[config.mk]
export PLATFORM = sky130hd
export DESIGN_NAME = maquina_escritura
export DESIGN_NICKNAME = d
export VERILOG_FILES = /design/src/rtl/maquina_escritura.sv
export SDC_FILE = /design/constraint.sdc
export NUM_CORES = 1
export LEC_CHECK = 0
export BUFFER_PORTS_ARGS = -buffer_cell sky130_fd_sc_hd__buf_2
export CAP_MARGIN = 20
export CORE_MARGIN = 2
export CORE_UTILIZATION = 53
export DETAILED_ROUTE_END_ITERATION = 12
export GPL_TIMING_DRIVEN = 0
export PLACE_DENSITY = 0.79
export SLEW_MARGIN = 20
export SYNTH_ARGS = -nofsm -noshare
export SYNTH_HDL_FRONTEND = slang
export SYNTH_SLANG_ARGS = --single-unit
[constraint.sdc]
create_clock -name clk -period 1.95 [get_ports clk]
set_input_delay 0.0975 -clock clk [delete_from_list [all_inputs] [get_ports clk]]
set_output_delay 0.0975 -clock clk [all_outputs]
set_load 0.03 [all_outputs]
[src/rtl/maquina_escritura.sv]
// RTC write sequencer: snapshots time/date bytes on a start request and walks the
// shared bus through address/data phases, ending with a RAM-to-clock/timer transfer.
module maquina_escritura #(
  parameter logic [7:0] A_SEG_C  = 8'h21,
  parameter logic [7:0] A_MIN_C  = 8'h22,
  parameter logic [7:0] A_HORA_C = 8'h23,
  parameter logic [7:0] A_SEG_T  = 8'h41,
  parameter logic [7:0] A_MIN_T  = 8'h42,
  parameter logic [7:0] A_HORA_T = 8'h43,
  parameter logic [7:0] A_DIA    = 8'h24,
  parameter logic [7:0] A_MES    = 8'h25,
  parameter logic [7:0] A_ANO    = 8'h26,
  parameter logic [7:0] CMD_TR_C = 8'hF1,
  parameter logic [7:0] CMD_TR_T = 8'hF2,
  parameter logic [7:0] CMD_DATO = 8'h01
) (
  input  logic       clk,
  input  logic       reset,
  input  logic       Escritura,
  input  logic       En_clk,
  input  logic       DIR,
  input  logic       DAT,
  input  logic       cambio_estado,
  input  logic [7:0] Seg_E,
  input  logic [7:0] Min_E,
  input  logic [7:0] Hora_E,
  input  logic [7:0] Dia_E,
  input  logic [7:0] Mes_E,
  input  logic [7:0] Ano_E,
  output logic [7:0] Dir_E,
  output logic       E_Esc,
  output logic       Tr_Esc,
  output logic       Term_Esc
);

  typedef enum logic [2:0] {
    IDLE, W_SEG, W_MIN, W_HORA, W_DIA, W_MES, W_ANO, W_TR
  } state_t;

  state_t     state_reg, state_next;
  logic [7:0] dir_reg, dir_next;
  logic       e_esc_reg, e_esc_next;
  logic       tr_esc_reg, tr_esc_next;
  logic       term_reg, term_next;
  logic       mode_reg, mode_next;
  logic [7:0] seg_reg, min_reg, hora_reg, dia_reg, mes_reg, ano_reg;
  logic [7:0] seg_next, min_next, hora_next, dia_next, mes_next, ano_next;
  logic [7:0] state_addr, state_data;
  state_t     state_after;

  // Address, captured data and successor for the current write state.
  always_comb begin
    state_addr  = 8'hFF;
    state_data  = 8'hFF;
    state_after = IDLE;
    case (state_reg)
      W_SEG:   begin state_addr = mode_reg ? A_SEG_C  : A_SEG_T;  state_data = seg_reg;  state_after = W_MIN;  end
      W_MIN:   begin state_addr = mode_reg ? A_MIN_C  : A_MIN_T;  state_data = min_reg;  state_after = W_HORA; end
      W_HORA:  begin state_addr = mode_reg ? A_HORA_C : A_HORA_T; state_data = hora_reg;
                     state_after = mode_reg ? W_DIA : W_TR; end
      W_DIA:   begin state_addr = A_DIA; state_data = dia_reg; state_after = W_MES; end
      W_MES:   begin state_addr = A_MES; state_data = mes_reg; state_after = W_ANO; end
      W_ANO:   begin state_addr = A_ANO; state_data = ano_reg; state_after = W_TR;  end
      default: ;
    endcase
  end

  always_comb begin
    state_next  = state_reg;
    dir_next    = dir_reg;
    e_esc_next  = e_esc_reg;
    tr_esc_next = tr_esc_reg;
    term_next   = 1'b0;
    mode_next   = mode_reg;
    seg_next    = seg_reg;
    min_next    = min_reg;
    hora_next   = hora_reg;
    dia_next    = dia_reg;
    mes_next    = mes_reg;
    ano_next    = ano_reg;
    case (state_reg)
      IDLE: begin
        dir_next = 8'hFF;
        if (Escritura) begin
          seg_next   = Seg_E;
          min_next   = Min_E;
          hora_next  = Hora_E;
          dia_next   = Dia_E;
          mes_next   = Mes_E;
          ano_next   = Ano_E;
          mode_next  = En_clk;
          state_next = W_SEG;
          e_esc_next = 1'b1;
        end
      end
      W_TR: begin
        if (DIR) begin
          dir_next = mode_reg ? CMD_TR_C : CMD_TR_T;
        end else if (DAT) begin
          dir_next    = CMD_DATO;
          tr_esc_next = 1'b1;
        end else if (cambio_estado) begin
          state_next  = IDLE;
          e_esc_next  = 1'b0;
          tr_esc_next = 1'b0;
          term_next   = 1'b1;
          dir_next    = 8'hFF;
        end
      end
      default: begin
        if (DIR)                dir_next   = state_addr;
        else if (DAT)           dir_next   = state_data;
        else if (cambio_estado) state_next = state_after;
      end
    endcase
  end

  always_ff @(posedge clk) begin
    if (reset) begin
      state_reg  <= IDLE;
      dir_reg    <= 8'hFF;
      e_esc_reg  <= 1'b0;
      tr_esc_reg <= 1'b0;
      term_reg   <= 1'b0;
      mode_reg   <= 1'b0;
      seg_reg    <= 8'h00;
      min_reg    <= 8'h00;
      hora_reg   <= 8'h00;
      dia_reg    <= 8'h00;
      mes_reg    <= 8'h00;
      ano_reg    <= 8'h00;
    end else begin
      state_reg  <= state_next;
      dir_reg    <= dir_next;
      e_esc_reg  <= e_esc_next;
      tr_esc_reg <= tr_esc_next;
      term_reg   <= term_next;
      mode_reg   <= mode_next;
      seg_reg    <= seg_next;
      min_reg    <= min_next;
      hora_reg   <= hora_next;
      dia_reg    <= dia_next;
      mes_reg    <= mes_next;
      ano_reg    <= ano_next;
    end
  end

  assign Dir_E    = dir_reg;
  assign E_Esc    = e_esc_reg;
  assign Tr_Esc   = tr_esc_reg;
  assign Term_Esc = term_reg;

endmodule

==> impl_metrics.ini, run 1 <==
[layout]
syn_to_final_growth_pct = 33.4
final_common_cell = nand2_1
nets = 531
fin_area_mm2 = 0.00376
layout.cells.non_filler = 551
mostFrequentLayoutCells = nand2_1 (104), buf_2 (70), dfxtp_1 (62)
final_util_pct = 73.6
antenna_cells = 0
layout-drive-gt1-share_pct = 20.8

[drt]
drc = 0
ant_nets = 0
wl_mm = 7.90
drtIter0Drc = 233
vias = 2964
firstDrtPassIters = 4
vias_per_cell = 5.38
detail_route.wl_per_cell_um = 14.3

[synthesis]
synth_fa_ha_area_share_pct = 0
synth_top_area_share_pct = 44.8
synth-edff-count = 0
synth_top_family_by_area = simple AND/OR/NAND/NOR gates
synthFlopType = dfxtp_1
synth_top_area_cell = dfxtp_1
ys_ff_latch = 63
synth-compound-area-share_pct = 22.9
syn-num-nets = 423
synth_simple_gate_area_share_pct = 24.6
synth.cell_area_mm2 = 0.00282
synth_xor_area_share_pct = 0
ys_seq_area_share_pct = 44.8
synth_area_leaders = dfxtp_1 (45%), nand2_1 (14%), a21oi_1 (11%)
syn_avg_cell_area_um2 = 7.66
yosysWarnings = 0
yosysUniqueCellTypes = 38
async_flop_share_pct = 0
synth.area.mux_share_pct = 2.66
synthCells = 368

[outcome]
failed_checks = setup timing
status = finished with violations

[global_route]
grt.overflow.total = 0
grt_pass1_wl_mm = 12.8
antenna_found_initial = 0
grt_start_max_net_pins = 11
grt_usage_pct = 27.4
first_global_vias = 2773

[critical_path]
crit_slowest_cell = a221oi_1
critical-path-top-delay-family = compound AO/OA/AOI/OAI gates
crit_path_start_kind = flip-flop
path_max_fanout = 10
worstPathArrival_ns = 2.19
endpoint_kind = flip-flop
max_stage_delay_ns = 0.46
path_buf_inv = 2
cp_cell_sequence = buf_4 > nor2b_4 > buf_2 > a221oi_1 > nor2_1 > o311ai_2 > nand3b_1
required_ns = 2.17
worstSetupPathType = reg2reg

[clock_tree]
htreeDepth = 3
clk_pin_slew_ns = 0.07
clkSinkCount = 63
cts_tree = done
post_cts_buffers = 0
max-clock-path-buffers = 2
clock_latency_ns = 0.34
numCtsBuffers = 9
cts_root_buf = clkbuf_8

[die]
top_level_ports = 66
rows = 26
dieWidth_um = 76.9
core_mm2 = 0.00511
die_h_um = 76.9
design.die.area_mm2 = 0.00592
start_util_pct = 55.2

[placed_design]
placed_area_mm2 = 0.00322
dp_hpwl_mm = 5.36
numPortBuffers = 63
globalplace.congestion = 0.939
dp_cells = 501

[sta]
timing.final.crit_share_pct = 101
maxSlewViolCount = 0
finalWorstSetupSlack_ns = -0.0136
tightestPinTransition_ns = 0.508
hold_viol = 0
fin_crit_ns = 1.96
slew_headroom_pct = 66.0
setup_viol = 1
finalClockSkew_ns = 0.00657
fmax_mhz = 509

[run]
cap_viol_max_count = 0

[power]
totalPowerFinal_w = 0.00323
power_density_mw_per_mm2 = 858
ir_worst_vdd_v = 0.000582
p_leak_nw = 1.52

[worst_hold_path]
min_path_type = in2reg
==> metrics by stage <==
stage / TNS (ns) / hold WS [ns] / worst slack [ns]
after floorplan: 0 / 0.233 / 0.383
after global routing: -0.0662 / 0.0111 / -0.0662
final: -0.0136 / 0.000707 / -0.0136
after detailed placement: 0 / 0.342 / 0.0484
after CTS: 0 / 0.000273 / 0.0309
after global placement: 0 / 0.337 / 0.0900
==> synth_stat cells (all sizes together), types with 2 or more instances <==
master / n
a22o: 2
nor2b: 5
buf: 10
nor2: 25
inv: 2
or3: 3
mux2i: 3
nor3: 7
o21bai: 4
a22oi: 3
clkbuf: 20
mux2: 4
nand2: 104
a31oi: 2
o21ai: 15
nand3b: 3
dfxtp: 63
nand2b: 3
nor4: 2
nand3: 3
a21oi: 60
o311ai: 3
a221oi: 12
==> worst register-to-register path: cells and delay by family (launching register included) <==
| kind | cells | cell delay (ns) |
|---|---|---|
| buffers and inverters | 2 | 0.37 |
| AO/OA/AOI/OAI | 2 | 0.75 |
| AND/OR/NAND/NOR | 3 | 0.40 |
| flip-flops | 1 | 0.32 |
==> power by group <==
group	internal (W)	switching, W
clock	0.000527	0.000496
combinational	0.000293	0.000437
sequential	0.00140	0.0000687
total	0.00222	0.00100
==> area by class of cell <==
class | count | area (um^2)
multi-input cells | 273 | 1430
fillers | 421 | 1350
flip-flops and latches | 63 | 1260
repair buffers | 97 | 656
clock buffers | 13 | 159
plain buffers | 30 | 136
well taps | 70 | 87.6
clock inverters | 3 | 17.5
inverters | 2 | 7.51
==> per-layer routing <==
metal	up-vias	GRT usage [%]	wire (um)
li1	1483	-	-
met1	1348	37.8	3600
met2	115	41.6	3600
met3	18	4.12	493
met4	0	13.8	205
met5	-	0	0
==> kinds of logic (layout without fill, tap and decap cells) <==
family                 after synthesis  after routing
AOI/OAI and AO/OA                  107            107
and+or+nand+nor                    159            159
buffers and inverters               32            145
muxes                                7              7
DFF                                 63             63
==> what timing repair did <==
action / CTS / global route
hold buffers: 34 / 0
hold endpoints to repair: 34 / 0
resized for setup: 0 / 4
endpoints found under the setup margin: 0 / 6
==> path summary, 6_finish.rpt <==
check                                  from                        to  slack (ns)  depth (start not counted)
setup / recovery  state_reg[0]$_SDFFE_PP0P_     Dir_E[2]$_SDFFE_PP1P_       -0.01                          7
hold / removal                     Min_E[6]   min_reg[6]$_SDFFE_PP0P_      0.0007                          3
setup reg to reg  state_reg[0]$_SDFFE_PP0P_     Dir_E[2]$_SDFFE_PP1P_       -0.01                          7
hold reg to reg    hora_reg[3]$_SDFFE_PP0P_  hora_reg[3]$_SDFFE_PP0P_        0.45                          2
(Power assumes the default switching activity.)
==> run 2: changes to the inputs <==
ABC_AREA = 1   (was unset)
CORE_UTILIZATION = 54   (was 53)
==> impl_metrics.ini, run 2 <==
[outcome]
status = finished with violations
failed_checks = hold timing

[layout]
n_fill_cell = 461
mostFrequentLayoutCells = nor2_1 (118), nand2_1 (86), buf_2 (75)
final_common_cell = nor2_1
syn_to_final_growth_pct = 35.6
nets = 616
layout.cells.non_filler = 637
antenna_cells = 0
layout-drive-gt1-share_pct = 19.1

[worst_hold_path]
min_path_type = in2reg

[synthesis]
ys_ff_latch = 63
synth.cell_area_mm2 = 0.00299
synth-edff-count = 0
ys_seq_area_share_pct = 42.2
yosysUniqueCellTypes = 25
synthMostInstantiatedCell = nor2_1
yosys-top-cells-count = nor2_1 (118), nand2_1 (86), dfxtp_1 (63)
synth_area_leaders = dfxtp_1 (42%), nor2_1 (15%), nand2_1 (11%)
async_flop_share_pct = 0
synth_top_area_cell = dfxtp_1
yosysWarnings = 0
synthCells = 443
synth_top_area_share_pct = 42.2
syn_avg_cell_area_um2 = 6.75
syn-num-nets = 498
synthFlopType = dfxtp_1

[clock_tree]
hold_buffers = 41
numCtsBuffers = 9
clock_latency_ns = 0.35
cts_root_buf = clkbuf_8
clk_pin_slew_ns = 0.07
htreeDepth = 3
cts_resized = 0
max-clock-path-buffers = 2
cts_tree = done
clkSinkCount = 63
post_cts_buffers = 0

[critical_path]
worstPathArrival_ns = 1.85
critical-path-top-delay-family = simple AND/OR/NAND/NOR gates
worst_path_most_repeated_cell = nand2_1
endpoint_kind = flip-flop
crit_path_start_kind = flip-flop
path_max_fanout = 10
max_stage_delay_ns = 0.40
cp_cell_sequence = buf_6 > inv_2 > buf_2 > nand4_1 > nand2_1 > nor2_1 > nand2_1 > nand2_1 > nand2_1 > nand2_1 > nand2_1
path_buf_inv = 3
worstSetupPathType = reg2reg
required_ns = 2.20
crit_slowest_cell = dfxtp_1

[die]
core_mm2 = 0.00544
rows = 27
die_h_um = 78.4
dieWidth_um = 78.4
design.die.area_mm2 = 0.00615
start_util_pct = 55.0
top_level_ports = 66

[sta]
finalClockSkew_ns = 0.0109
rsz0062_at_grt = false
slew_headroom_pct = 67.8
tightestPinTransition_ns = 0.478
maxSlewViolCount = 0
hold_viol = 2
fmax_mhz = 622
timing.setup.tns_ns = 0
hold_slack_ns = -0.00631
timing.final.crit_share_pct = 82.4
fin_crit_ns = 1.61
setup_viol = 0

[drt]
wl_mm = 9.10
vias = 3418
drc = 0
vias_per_cell = 5.37
drtIter0Drc = 302
ant_nets = 0
detail_route.wl_per_cell_um = 14.3
firstDrtPassIters = 5

[run]
cap_viol_max_count = 0

[power]
ir_worst_vdd_v = 0.000763
internal_power_w = 0.00320
p_sw_share_pct = 40.3
seq_power_share_pct = 35.0
p_leak_nw = 1.97
p_comb_share_pct = 40.0
power.switching_w = 0.00216
power_density_mw_per_mm2 = 1320
clockPowerShare_pct = 25.0

[global_route]
grt.overflow.total = 0
grt_start_max_net_pins = 11
grt_pass1_wl_mm = 14.9
first_global_vias = 3235
grt_usage_pct = 31.2
antenna_found_initial = 0

[placed_design]
numPortBuffers = 65
dp_hpwl_mm = 5.94
dp_cells = 580
globalplace.congestion = 0.926
run 2: path summary, 6_finish.rpt:
check	to	start	slack (ns)	cells after the start
worst max-delay path	Dir_E[1]$_SDFFE_PP1P_	state_reg[1]$_SDFFE_PP0P_	0.34	11
worst min-delay path	ano_reg[4]$_SDFFE_PP0P_	Ano_E[4]	-0.006	3
worst max register to register	Dir_E[1]$_SDFFE_PP1P_	state_reg[1]$_SDFFE_PP0P_	0.34	11
worst min register to register	mes_reg[6]$_SDFFE_PP0P_	mes_reg[6]$_SDFFE_PP0P_	0.46	2
run 2: stage by stage:
stage	cell area (um^2)	total power (W)	setup slack, ns	util, %
2_1_floorplan	2990	0.00337	0.625	-
3_3_place_gp	3410	0.00388	0.412	62.6
3_5_place_dp	3410	0.00393	0.376	62.6
4_1_cts	4050	0.00532	0.361	74.4
5_1_grt	4060	0.00571	0.165	74.6
6_report	4060	0.00536	0.343	74.6
run 2: metal layers:
layer / GRT usage (%) / vias up / share of wire (%)
li1: - / 1684 / -
met1: 38.0 / 1555 / 42
met2: 53.4 / 132 / 48
met3: 5.17 / 47 / 5.8
met4: 15.6 / 0 / 4.3
met5: 0 / - / 0
run 2: logic make-up (layout without fill, tap and decap cells):
| family | count (synthesis) | in the layout | share of synthesized area, % |
|---|---|---|---|
| AOI/OAI and AO/OA | 75 | 75 | 13.0 |
| and+or+nand+nor | 258 | 258 | 36.9 |
| buffers and inverters | 47 | 169 | 7.95 |
| DFF | 63 | 63 | 42.2 |
run 2: final cells by class:
cell class | count | area [um^2] | share of cell area (%)
clock buffer | 12 | 165 | 4.07
buffer | 28 | 164 | 4.04
tap | 72 | 90.1 | 2.22
timing repair buffer | 107 | 746 | 18.4
inverter | 19 | 73.8 | 1.82
clock inverter | 3 | 65.1 | 1.60
multi-input combinational | 333 | 1490 | 36.8
sequential | 63 | 1260 | 31.1
run 2: power by group through the flow:
stage	combinational [W]	clock, W	sequential, W
after global placement	0.00199	0	0.00189
after CTS	0.00210	0.00134	0.00187
after global routing	0.00241	0.00140	0.00191
after floorplan	0.00137	0	0.00199
after detailed placement	0.00203	0	0.00190
final	0.00214	0.00134	0.00188
run 2: tightest hold or removal path, stage by stage:
cell and delay, ns:
buf_2 0.07, nor2_1 0.03, nor2_1 0.10
==> run 3: changes to the inputs <==
CORE_UTILIZATION = 49   (was 54)
PLACE_DENSITY = 0.76   (was 0.79)
clock period = 1.35 ns   (was 1.95 ns; I/O delays follow)
==> impl_metrics.ini, run 3 (same netlist as run 2, synthesis figures left out) <==
[layout]
nets = 637
antenna_cells = 0
syn_to_final_growth_pct = 50.9
layout-drive-gt1-share_pct = 31.7
mostFrequentLayoutCells = nor2_1 (95), nand2_1 (81), buf_2 (68)
final_common_cell = nor2_1
fin_area_mm2 = 0.00451

[clock_tree]
clock_latency_ns = 0.36
htreeDepth = 3
max-clock-path-buffers = 2
numCtsBuffers = 9
clkSinkCount = 63
cts_tree = done
cts_root_buf = clkbuf_8
clk_pin_slew_ns = 0.07

[critical_path]
crit_slowest_cell = dfxtp_2
required_ns = 1.64
cp_cell_sequence = buf_6 > nor2_4 > nand2_4 > nor2_4 > buf_8 > buf_6 > o21ai_2 > nor2_1
endpoint_kind = flip-flop
worstSetupPathType = reg2reg
path_max_fanout = 7
max_stage_delay_ns = 0.32
worstRegToRegCells = 8
crit_path_start_kind = flip-flop
worstPathArrival_ns = 1.79

[worst_hold_path]
min_path_type = in2reg
min_path_cells = 3

[global_route]
antenna_found_initial = 0
grt.overflow.total = 0
grt_usage_pct = 30.6
grt_pass1_wl_mm = 15.4
grt_start_max_net_pins = 11
first_global_vias = 3308

[drt]
detail_route.wl_per_cell_um = 15.1
ant_nets = 0
dr_wl_met2_mm = 4.99
drc = 0
drtIter0Drc = 242
wl_mm = 9.99
dr_wl_met3_um = 755
vias_per_cell = 5.34
wl_met1_mm = 3.98
vias = 3534
top_layer = met4
firstDrtPassIters = 5

[outcome]
failed_checks = setup timing
status = finished with violations

[sta]
rsz0062_at_grt = true
timing.final.crit_share_pct = 111
slew_headroom_pct = 68.3
tightestPinTransition_ns = 0.475
hold_slack_ns = 0.0112
finalClockSkew_ns = 0.00973
hold_viol = 0
finalWorstSetupSlack_ns = -0.144
maxSlewViolCount = 0
fmax_mhz = 669
fin_crit_ns = 1.49
setup_viol = 56

[die]
core_mm2 = 0.00592
rows = 28
top_level_ports = 66
die_h_um = 82.1
start_util_pct = 50.5
design.die.area_mm2 = 0.00674
dieWidth_um = 82.1

[placed_design]
placed_area_mm2 = 0.00341
dp_hpwl_mm = 6.01
numPortBuffers = 65
globalplace.congestion = 0.896

[power]
totalPowerFinal_w = 0.00854
ir_worst_vdd_v = 0.00110
p_leak_nw = 2.13
power_density_mw_per_mm2 = 1890

[run]
cap_viol_max_count = 0
[run 3: cell count changes in the layout (fill, tap and decap cells not counted), moves of 4 or more]
cell           delta
dlygate4sd3_1     +5
nand2_2           +5
clkbuf_1          -4
o21ai_0          -20
buf_2             -7
buf_6            +12
nor2_2           +22
nor2_1           -23
nand2_1           -5
buf_4             +8
o21ai_2          +17
[run 3: what timing repair did]
| item | CTS | global route |
|---|---|---|
| cloned | 6 | 1 |
| resized for setup | 61 | 78 |
| pin swaps | 14 | 32 |
| endpoints found under the hold margin | 47 | 0 |
| setup buffers | 8 | 3 |
| endpoints found under the setup margin | 61 | 62 |
| hold buffers | 47 | 0 |
[run 3: final timing paths]
path                                                start                 endpoint  slack, ns
worst max register to register  state_reg[0]$_SDFFE_PP0P_  ano_reg[7]$_SDFFE_PP0P_      -0.14
worst max-delay path            state_reg[0]$_SDFFE_PP0P_  ano_reg[7]$_SDFFE_PP0P_      -0.14
worst min register to register      Dir_E[0]$_SDFFE_PP1P_    Dir_E[0]$_SDFFE_PP1P_       0.46
worst min-delay path                             Mes_E[6]  mes_reg[6]$_SDFFE_PP0P_       0.01
[run 3: cell type report]
| type | count | area [um^2] |
|---|---|---|
| flip-flops and latches | 63 | 1260 |
| repair buffers | 127 | 932 |
| clock inverters | 4 | 45.0 |
| well taps | 75 | 93.8 |
| clock buffers | 12 | 145 |
| fillers | 448 | 1410 |
| inverters | 19 | 83.8 |
| multi-input cells | 334 | 1680 |
| plain buffers | 28 | 273 |
[run 3: power by group]
part | total, W | switching, W | internal (W)
combinational | 0.00412 | 0.00246 | 0.00166
sequential | 0.00276 | 0.000347 | 0.00242
clock | 0.00166 | 0.000762 | 0.000895
total | 0.00854 | 0.00356 | 0.00497
[run 3: routing by layer]
metal	GRT usage, %	up-vias
li1	-	1738
met2	52.6	154
met1	36.0	1614
met3	6.74	28
met5	0	-
met4	14.7	0
[run 3: worst max-delay path, delay by kind of cell, from the launching register on]
| family | cells | cell delay [ns] |
|---|---|---|
| DFF | 1 | 0.32 |
| buffers and inverters | 3 | 0.46 |
| AOI/OAI and AO/OA | 1 | 0.07 |
| and+or+nand+nor | 4 | 0.57 |
[run 3: stage by stage]
| stage | instances | util [%] | setup slack (ns) | TNS, ns |
|---|---|---|---|---|
| finish | 662 | 76.2 | -0.144 | -3.97 |
| global route | 662 | 76.2 | -0.186 | -8.40 |
| CTS | 660 | 72.6 | -0.0686 | -2.55 |
| detailed placement | 583 | 57.6 | -0.225 | -10.45 |
| global placement | 583 | 57.6 | -0.196 | -8.97 |
| floorplan | 443 | - | 0.0245 | 0 |
